[config.mk]
export PLATFORM = sky130hd
export DESIGN_NAME = if_fetch_flat
export DESIGN_NICKNAME = d
export VERILOG_FILES = /design/src/rtl/if_fetch_if.sv /design/src/rtl/if_fetch.sv /design/src/flat_wrapper.sv
export SDC_FILE = /design/constraint.sdc
export NUM_CORES = 1
export LEC_CHECK = 0
export ABC_AREA = 1
export CAP_MARGIN = 10
export CORE_UTILIZATION = 57
export DETAILED_ROUTE_END_ITERATION = 6
export PLACE_DENSITY_LB_ADDON = 0.25
export SYNTH_ARGS = -nofsm -noshare
export SYNTH_HDL_FRONTEND = slang
export SYNTH_SLANG_ARGS = --single-unit
[constraint.sdc]
create_clock -name clk -period 11.27 [get_ports clk]
set_input_delay 2.254 -clock clk [delete_from_list [all_inputs] [get_ports clk]]
set_output_delay 2.254 -clock clk [all_outputs]
set_load 0.05 [all_outputs]
[src/rtl/if_fetch_if.sv]
`default_nettype none
// ============================================================================
// Module   : if_fetch_if
// Brief    : Fetch-stage bundle: redirect input, instruction bus, if_id handshake.
// Revision : 1.0
// ============================================================================
interface if_fetch_if;
    logic        jump_en_i;
    logic [31:0] jump_addr_i;
    logic        ibus_req_o;
    logic [31:0] ibus_addr_o;
    logic        ibus_gnt_i;
    logic        ibus_rvalid_i;
    logic [31:0] ibus_rdata_i;
    logic        inst_valid_o;
    logic        inst_ready_i;
    logic [31:0] inst_addr_o;
    logic [31:0] inst_o;

    modport master (
        input  jump_en_i, jump_addr_i, ibus_gnt_i, ibus_rvalid_i, ibus_rdata_i, inst_ready_i,
        output ibus_req_o, ibus_addr_o, inst_valid_o, inst_addr_o, inst_o
    );

    modport slave (
        output jump_en_i, jump_addr_i, ibus_gnt_i, ibus_rvalid_i, ibus_rdata_i, inst_ready_i,
        input  ibus_req_o, ibus_addr_o, inst_valid_o, inst_addr_o, inst_o
    );
endinterface
`default_nettype wire

[src/rtl/if_fetch.sv]
`default_nettype none
// ============================================================================
// Module   : if_fetch
// Brief    : PC owner, pipelined ibus requester and fetch buffer for if_id.
//            Optional same-cycle response bypass: IF_FETCH_BYPASS_EN.
// Revision : 1.0
// ============================================================================
module if_fetch #(
    parameter logic [31:0] RESET_ADDR = 32'h0000_0000,
    parameter int          FIFO_DEPTH = 2,
    parameter logic [31:0] NOP_INST   = 32'h0000_0013
) (
    input  logic       clk,
    input  logic       rst,
    if_fetch_if.master bus
);
    localparam int         PW        = $clog2(FIFO_DEPTH);
    localparam int         CW        = PW + 1;
    localparam logic [CW:0] DEPTH_LIM = (CW+1)'(FIFO_DEPTH);

    logic [31:0]   pc;
    logic [CW-1:0] inflight;
    logic [CW-1:0] discard;
    logic [CW-1:0] count;

    logic [31:0]   aq_mem [FIFO_DEPTH];
    logic [PW-1:0] aq_wr;
    logic [PW-1:0] aq_rd;

    logic [31:0]   fa_mem [FIFO_DEPTH];
    logic [31:0]   fd_mem [FIFO_DEPTH];
    logic [PW-1:0] f_wr;
    logic [PW-1:0] f_rd;

    logic [CW:0]   credit_sum;
    logic          req;
    logic          grant;
    logic          resp;
    logic          drop;
    logic          keep;
    logic          head_valid;
    logic          bypass;
    logic          push;
    logic          pop;
    logic [CW-1:0] inflight_next;
    logic [CW-1:0] count_next;

    // Credit uses registered occupancy only; a same-cycle pop does not free a slot.
    always_comb begin
        credit_sum = {1'b0, inflight} + {1'b0, count};
        req        = !rst && !bus.jump_en_i && (credit_sum < DEPTH_LIM);
    end

    assign grant      = req && bus.ibus_gnt_i;
    assign resp       = bus.ibus_rvalid_i && (inflight != '0);
    assign drop       = resp && (bus.jump_en_i || (discard != '0));
    assign keep       = resp && !drop;
    assign head_valid = (count != '0);

`ifdef IF_FETCH_BYPASS_EN
    assign bypass = keep && !head_valid;
`else
    assign bypass = 1'b0;
`endif

    assign pop           = head_valid && bus.inst_ready_i && !bus.jump_en_i;
    assign push          = keep && !(bypass && bus.inst_ready_i);
    assign inflight_next = inflight + CW'(grant) - CW'(resp);
    assign count_next    = bus.jump_en_i ? '0 : (count + CW'(push) - CW'(pop));

    assign bus.ibus_req_o  = req;
    assign bus.ibus_addr_o = pc;

    always_comb begin
        bus.inst_valid_o = head_valid;
        bus.inst_addr_o  = head_valid ? fa_mem[f_rd] : 32'h0000_0000;
        bus.inst_o       = head_valid ? fd_mem[f_rd] : NOP_INST;
`ifdef IF_FETCH_BYPASS_EN
        if (bypass) begin
            bus.inst_valid_o = 1'b1;
            bus.inst_addr_o  = aq_mem[aq_rd];
            bus.inst_o       = bus.ibus_rdata_i;
        end
`endif
    end

    always_ff @(posedge clk or posedge rst) begin
        if (rst) begin
            pc       <= RESET_ADDR;
            inflight <= '0;
            discard  <= '0;
            count    <= '0;
            aq_wr    <= '0;
            aq_rd    <= '0;
            f_wr     <= '0;
            f_rd     <= '0;
        end else begin
            inflight <= inflight_next;
            count    <= count_next;

            if (bus.jump_en_i) begin
                pc <= bus.jump_addr_i & ~32'h0000_0003;
            end else if (grant) begin
                pc <= pc + 32'd4;
            end

            if (grant) begin
                aq_wr <= aq_wr + PW'(1);
            end
            if (resp) begin
                aq_rd <= aq_rd + PW'(1);
            end

            // Everything still outstanding after a redirect belongs to the old stream.
            if (bus.jump_en_i) begin
                discard <= inflight_next;
            end else if (resp && (discard != '0)) begin
                discard <= discard - CW'(1);
            end

            if (bus.jump_en_i) begin
                f_wr <= '0;
                f_rd <= '0;
            end else begin
                if (push) begin
                    f_wr <= f_wr + PW'(1);
                end
                if (pop) begin
                    f_rd <= f_rd + PW'(1);
                end
            end
        end
    end

    // Storage arrays carry no reset; occupancy is tracked by the counters above.
    always_ff @(posedge clk) begin
        if (grant) begin
            aq_mem[aq_wr] <= pc;
        end
        if (push) begin
            fa_mem[f_wr] <= aq_mem[aq_rd];
            fd_mem[f_wr] <= bus.ibus_rdata_i;
        end
    end
endmodule
`default_nettype wire
[src/flat_wrapper.sv]
// flat-port wrapper written by rule: the top's interface ports become plain ports
module if_fetch_flat 
#(
    parameter logic [31:0] RESET_ADDR = 32'h0000_0000,
    parameter int          FIFO_DEPTH = 2,
    parameter logic [31:0] NOP_INST   = 32'h0000_0013
)
  (clk, rst, bus_jump_en_i, bus_jump_addr_i, bus_ibus_gnt_i, bus_ibus_rvalid_i, bus_ibus_rdata_i, bus_inst_ready_i, bus_ibus_req_o, bus_ibus_addr_o, bus_inst_valid_o, bus_inst_addr_o, bus_inst_o);
  if_fetch_if bus_i ();
  input  logic clk;
  input  logic rst;
  input wire logic [$bits(bus_i.jump_en_i)-1:0] bus_jump_en_i;
  input wire logic [$bits(bus_i.jump_addr_i)-1:0] bus_jump_addr_i;
  input wire logic [$bits(bus_i.ibus_gnt_i)-1:0] bus_ibus_gnt_i;
  input wire logic [$bits(bus_i.ibus_rvalid_i)-1:0] bus_ibus_rvalid_i;
  input wire logic [$bits(bus_i.ibus_rdata_i)-1:0] bus_ibus_rdata_i;
  input wire logic [$bits(bus_i.inst_ready_i)-1:0] bus_inst_ready_i;
  output wire logic [$bits(bus_i.ibus_req_o)-1:0] bus_ibus_req_o;
  output wire logic [$bits(bus_i.ibus_addr_o)-1:0] bus_ibus_addr_o;
  output wire logic [$bits(bus_i.inst_valid_o)-1:0] bus_inst_valid_o;
  output wire logic [$bits(bus_i.inst_addr_o)-1:0] bus_inst_addr_o;
  output wire logic [$bits(bus_i.inst_o)-1:0] bus_inst_o;
  assign bus_i.jump_en_i = bus_jump_en_i;
  assign bus_i.jump_addr_i = bus_jump_addr_i;
  assign bus_i.ibus_gnt_i = bus_ibus_gnt_i;
  assign bus_i.ibus_rvalid_i = bus_ibus_rvalid_i;
  assign bus_i.ibus_rdata_i = bus_ibus_rdata_i;
  assign bus_i.inst_ready_i = bus_inst_ready_i;
  assign bus_ibus_req_o = bus_i.ibus_req_o;
  assign bus_ibus_addr_o = bus_i.ibus_addr_o;
  assign bus_inst_valid_o = bus_i.inst_valid_o;
  assign bus_inst_addr_o = bus_i.inst_addr_o;
  assign bus_inst_o = bus_i.inst_o;
  if_fetch #(.RESET_ADDR(RESET_ADDR), .FIFO_DEPTH(FIFO_DEPTH), .NOP_INST(NOP_INST)) u_core (.clk(clk), .rst(rst), .bus(bus_i));
endmodule
==> impl_metrics.env <==
export IMPL_status="complete, no violations"
export IMPL_placedCellCount=1205
export IMPL_num_fill_cells=1109
export IMPL_worst_slew_pin_transition_ns=0.8651
export IMPL_final_min_period_over_clock_period_pct=55.96
export IMPL_setup_viol=0
export IMPL_final_net_count=1086
export IMPL_cts_hold_buffers=0
export IMPL_final_core_util_pct=73.52
export IMPL_report_final_hold_viol_count=0
export IMPL_core_area_sq_mm=0.01652
export IMPL_number_of_global_route_vias_before_repair=6170
export IMPL_avgViaCountPerCell=5.331
export IMPL_power_share_clock_pct=29.3
export IMPL_synth_area_per_cell_sq_um=11.36
export IMPL_setup_repair_after_global_routing_missed_its_margin="no"
export IMPL_post_cts_resize_count=0
export IMPL_drt_first_iter_violations=505
export IMPL_drt_antenna_violating_nets=0
export IMPL_setup_cp_type="input port to primary output"
export IMPL_post_dp_hpwl_mm=12.65
export IMPL_gr_usage_all_layers_pct=23.08
export IMPL_min_path_type="register to register"
export IMPL_drive_gt1_share_pct=10.05
export IMPL_routed_wl_mm=20.20
export IMPL_synthesis_stage_register_bit_count=224
export IMPL_clock_fmax_ghz=0.1586
export IMPL_clkLatencyLatePin_ns=0.49
export IMPL_hold_slack_ns=0.4705
export IMPL_static_leakage_power_nw=4.516
export IMPL_firstDrtPassIters=5
export IMPL_synth_cell_area_sq_mm=0.009612
export IMPL_cts_post_setup_buffers_inserted=0
export IMPL_final_period_minus_worst_setup_slack_ns=6.307
export IMPL_data_required_time_at_the_worst_endpoint_ns=9.02
export IMPL_timing_final_max_slew_violations=0
export IMPL_clock_path_buffers=3
export IMPL_floorplan_die_width_um=131.9
export IMPL_cp_slowest_stage_delay_ns=0.69
export IMPL_skew_ns=0.01221
export IMPL_die_area_sq_mm=0.01739
export IMPL_net_switching_power_mw=0.7931
export IMPL_met1_usage_pct=31.91
export IMPL_syn_to_final_growth_pct=26.40
export IMPL_num_cts_buffers=22
export IMPL_timing_critical_path_fanout_max=36
export IMPL_tritoncts="yes"
export IMPL_gp_congestion=0.8543
export IMPL_worstSetupEndpointType="primary output"
export IMPL_peakVddDrop_v=0.0001262
export IMPL_antenna_found_initial=0
export IMPL_grt_most_used_layer="met2"
export IMPL_portion_of_total_power_attributed_to_combinational_logic_pct=27.4
export IMPL_antenna_diode_count=0
export IMPL_maxSlewHeadroom_pct=42.32
export IMPL_setup_worst_path_start_class="input port"
export IMPL_power_density_mw_per_mm2=201.3
export IMPL_clkSinkCount=224
export IMPL_vias=6637
export IMPL_regToRegSetupSlack_ns=8.68
export IMPL_final_instance_count_excl_fill=1245
export IMPL_ios=168
export IMPL_path_common_cell="clkdlybuf4s50_1"
export IMPL_grt_util_met2_pct=38.39
export IMPL_internal_power_mw=1.652
export IMPL_ys_types=34
export IMPL_cap_viol_max_count=0
export IMPL_root_buffer="clkbuf_16"
export IMPL_htree_levels=1
export IMPL_grt_max_degree=65
export IMPL_synthDominantAreaCellType="edfxtp_1"
export IMPL_synth_warnings=0
export IMPL_die_h_um=131.9
export IMPL_critical_path_slowest_cell="clkdlybuf4s50_1"
export IMPL_synth_top_cell_area_share_pct=57.49
export IMPL_grt_first_pass_wirelength_mm=31.42
export IMPL_total_of_buffers_placed_on_input_and_output_ports=161
export IMPL_layout_cells_most_common="nand2_1"
export IMPL_layout_cells_most_common_list="nand2_1, edfxtp_1, clkdlybuf4s50_1, a21oi_1, nand3_1"
export IMPL_clk_pin_slew_ns=0.07
export IMPL_overflow=0
export IMPL_yosysSeqAreaShare_pct=67.90
export IMPL_initial_core_util_pct=58.17
export IMPL_post_synth_main_area_contributors="edfxtp_1, dfrtp_1, nand2_1, mux2_2, a21oi_1"
export IMPL_grt_met3_usage_pct=3.422
export IMPL_std_cell_rows=47
export IMPL_syn_instance_count=846
export IMPL_timing_critical_path_arrival_ns=4.05
export IMPL_wl_per_cell_um=16.23
export IMPL_drc=0
export IMPL_cp_cell_instances="clkdlybuf4s50_1 > buf_4 > inv_4 > nand3_1 > inv_1 > clkdlybuf4s50_1"
export IMPL_sequentialPowerShare_pct=43.2
export IMPL_sw_frac_of_total_pct=32.43
export IMPL_tns_ns=0
## cell usage after synthesis
cell	n
nor3_1	1
nand3_1	59
nand4_4	1
inv_2	2
nand2_1	263
xnor2_1	5
inv_1	52
o21bai_1	6
and2_1	3
dfrtp_1	40
nor2_4	8
or2_2	1
fa_1	1
nor2_1	41
xor2_1	4
o211ai_1	1
a31oi_1	1
buf_6	4
buf_2	7
nand2_2	5
edfxtp_1	184
buf_4	5
clkbuf_1	19
mux2_2	30
nand2_4	2
nand3b_1	1
inv_4	2
nor3_2	1
ha_1	6
o21a_1	1
o21ai_0	22
a21oi_1	63
conb_1	1
nor2_2	4
## power by group through the flow
stage	Sequential (mW)	Clock [mW]	Combinational (mW)
CTS	1.06	0.729	0.674
detailed placement	1.07	0	0.670
global placement	1.07	0	0.657
floorplan	1.12	0	0.403
finish	1.06	0.717	0.671
global route	1.06	0.756	0.717
## final timing paths
check	from	endpoint	depth (start not counted)
max	bus_jump_en_i	bus_ibus_req_o	6
min	u_core.aq_rd$_DFFE_PP0P_	u_core.aq_rd$_DFFE_PP0P_	1
max reg2reg	u_core.count[1]$_DFF_PP0_	u_core.count[1]$_DFF_PP0_	10
min reg2reg	u_core.aq_rd$_DFFE_PP0P_	u_core.aq_rd$_DFFE_PP0P_	1
max in group asynchronous	rst	u_core.f_rd$_DFFE_PP0P_	3
min in group asynchronous	rst	u_core.discard[1]$_DFFE_PP0P_	3
## registers in the layout (all words and copies together), names as in the netlist
name	cells
u_core.aq_mem	60
u_core.f_wr	1
u_core.fa_mem	60
u_core.fd_mem	64
u_core.aq_rd	1
u_core.inflight	2
u_core.bus.ibus_addr_o	30
u_core.discard	2
u_core.aq_wr	1
u_core.f_rd	1
u_core.count	2
## per-stage QoR
| step | worst slack [ns] | area (sq um) | total power, mW |
|---|---|---|---|
| floorplan | 5.418 | 9623 | 1.518 |
| global placement | 4.976 | 11420 | 1.725 |
| detailed placement | 4.966 | 11420 | 1.742 |
| CTS | 4.961 | 12150 | 2.459 |
| global route | 4.854 | 12150 | 2.538 |
| finish | 4.963 | 12150 | 2.445 |
## area by class of cell
class | instances | area (sq um) | area share, %
tap | 220 | 275.3 | 2.266
clock buffer | 36 | 674.4 | 5.551
sequential | 224 | 6528 | 53.73
multi-input combinational | 534 | 2720 | 22.39
clock inverter | 4 | 50.05 | 0.4119
timing repair buffer | 171 | 1687 | 13.88
inverter | 56 | 215.2 | 1.771
## worst max-delay path, delay by kind of cell
kind	cells	cell delay, ns
AND/OR/NAND/NOR	1	0.11
buffers and inverters	5	1.68
## cell families (layout without fill, tap and decap cells)
logic type | after synthesis | count (layout) | share of synthesized area [%]
simple gates | 390 | 390 | 17.42
flops | 224 | 224 | 67.90
compound gates | 94 | 94 | 5.116
buf+inv | 91 | 267 | 4.205
mux | 30 | 30 | 3.515
xor+xnor | 9 | 9 | 0.8200
fa+ha+maj | 7 | 7 | 0.9893
other cells | 1 | 4 | 0.03901
## routing by layer
| layer | share of wire (%) | vias to the layer above |
|---|---|---|
| li1 | - | 3191 |
| met5 | 0 | - |
| met4 | 1.8 | 0 |
| met1 | 42 | 3129 |
| met3 | 7.9 | 32 |
| met2 | 48 | 285 |
Note: power is estimated with default switching activity, not from simulation.
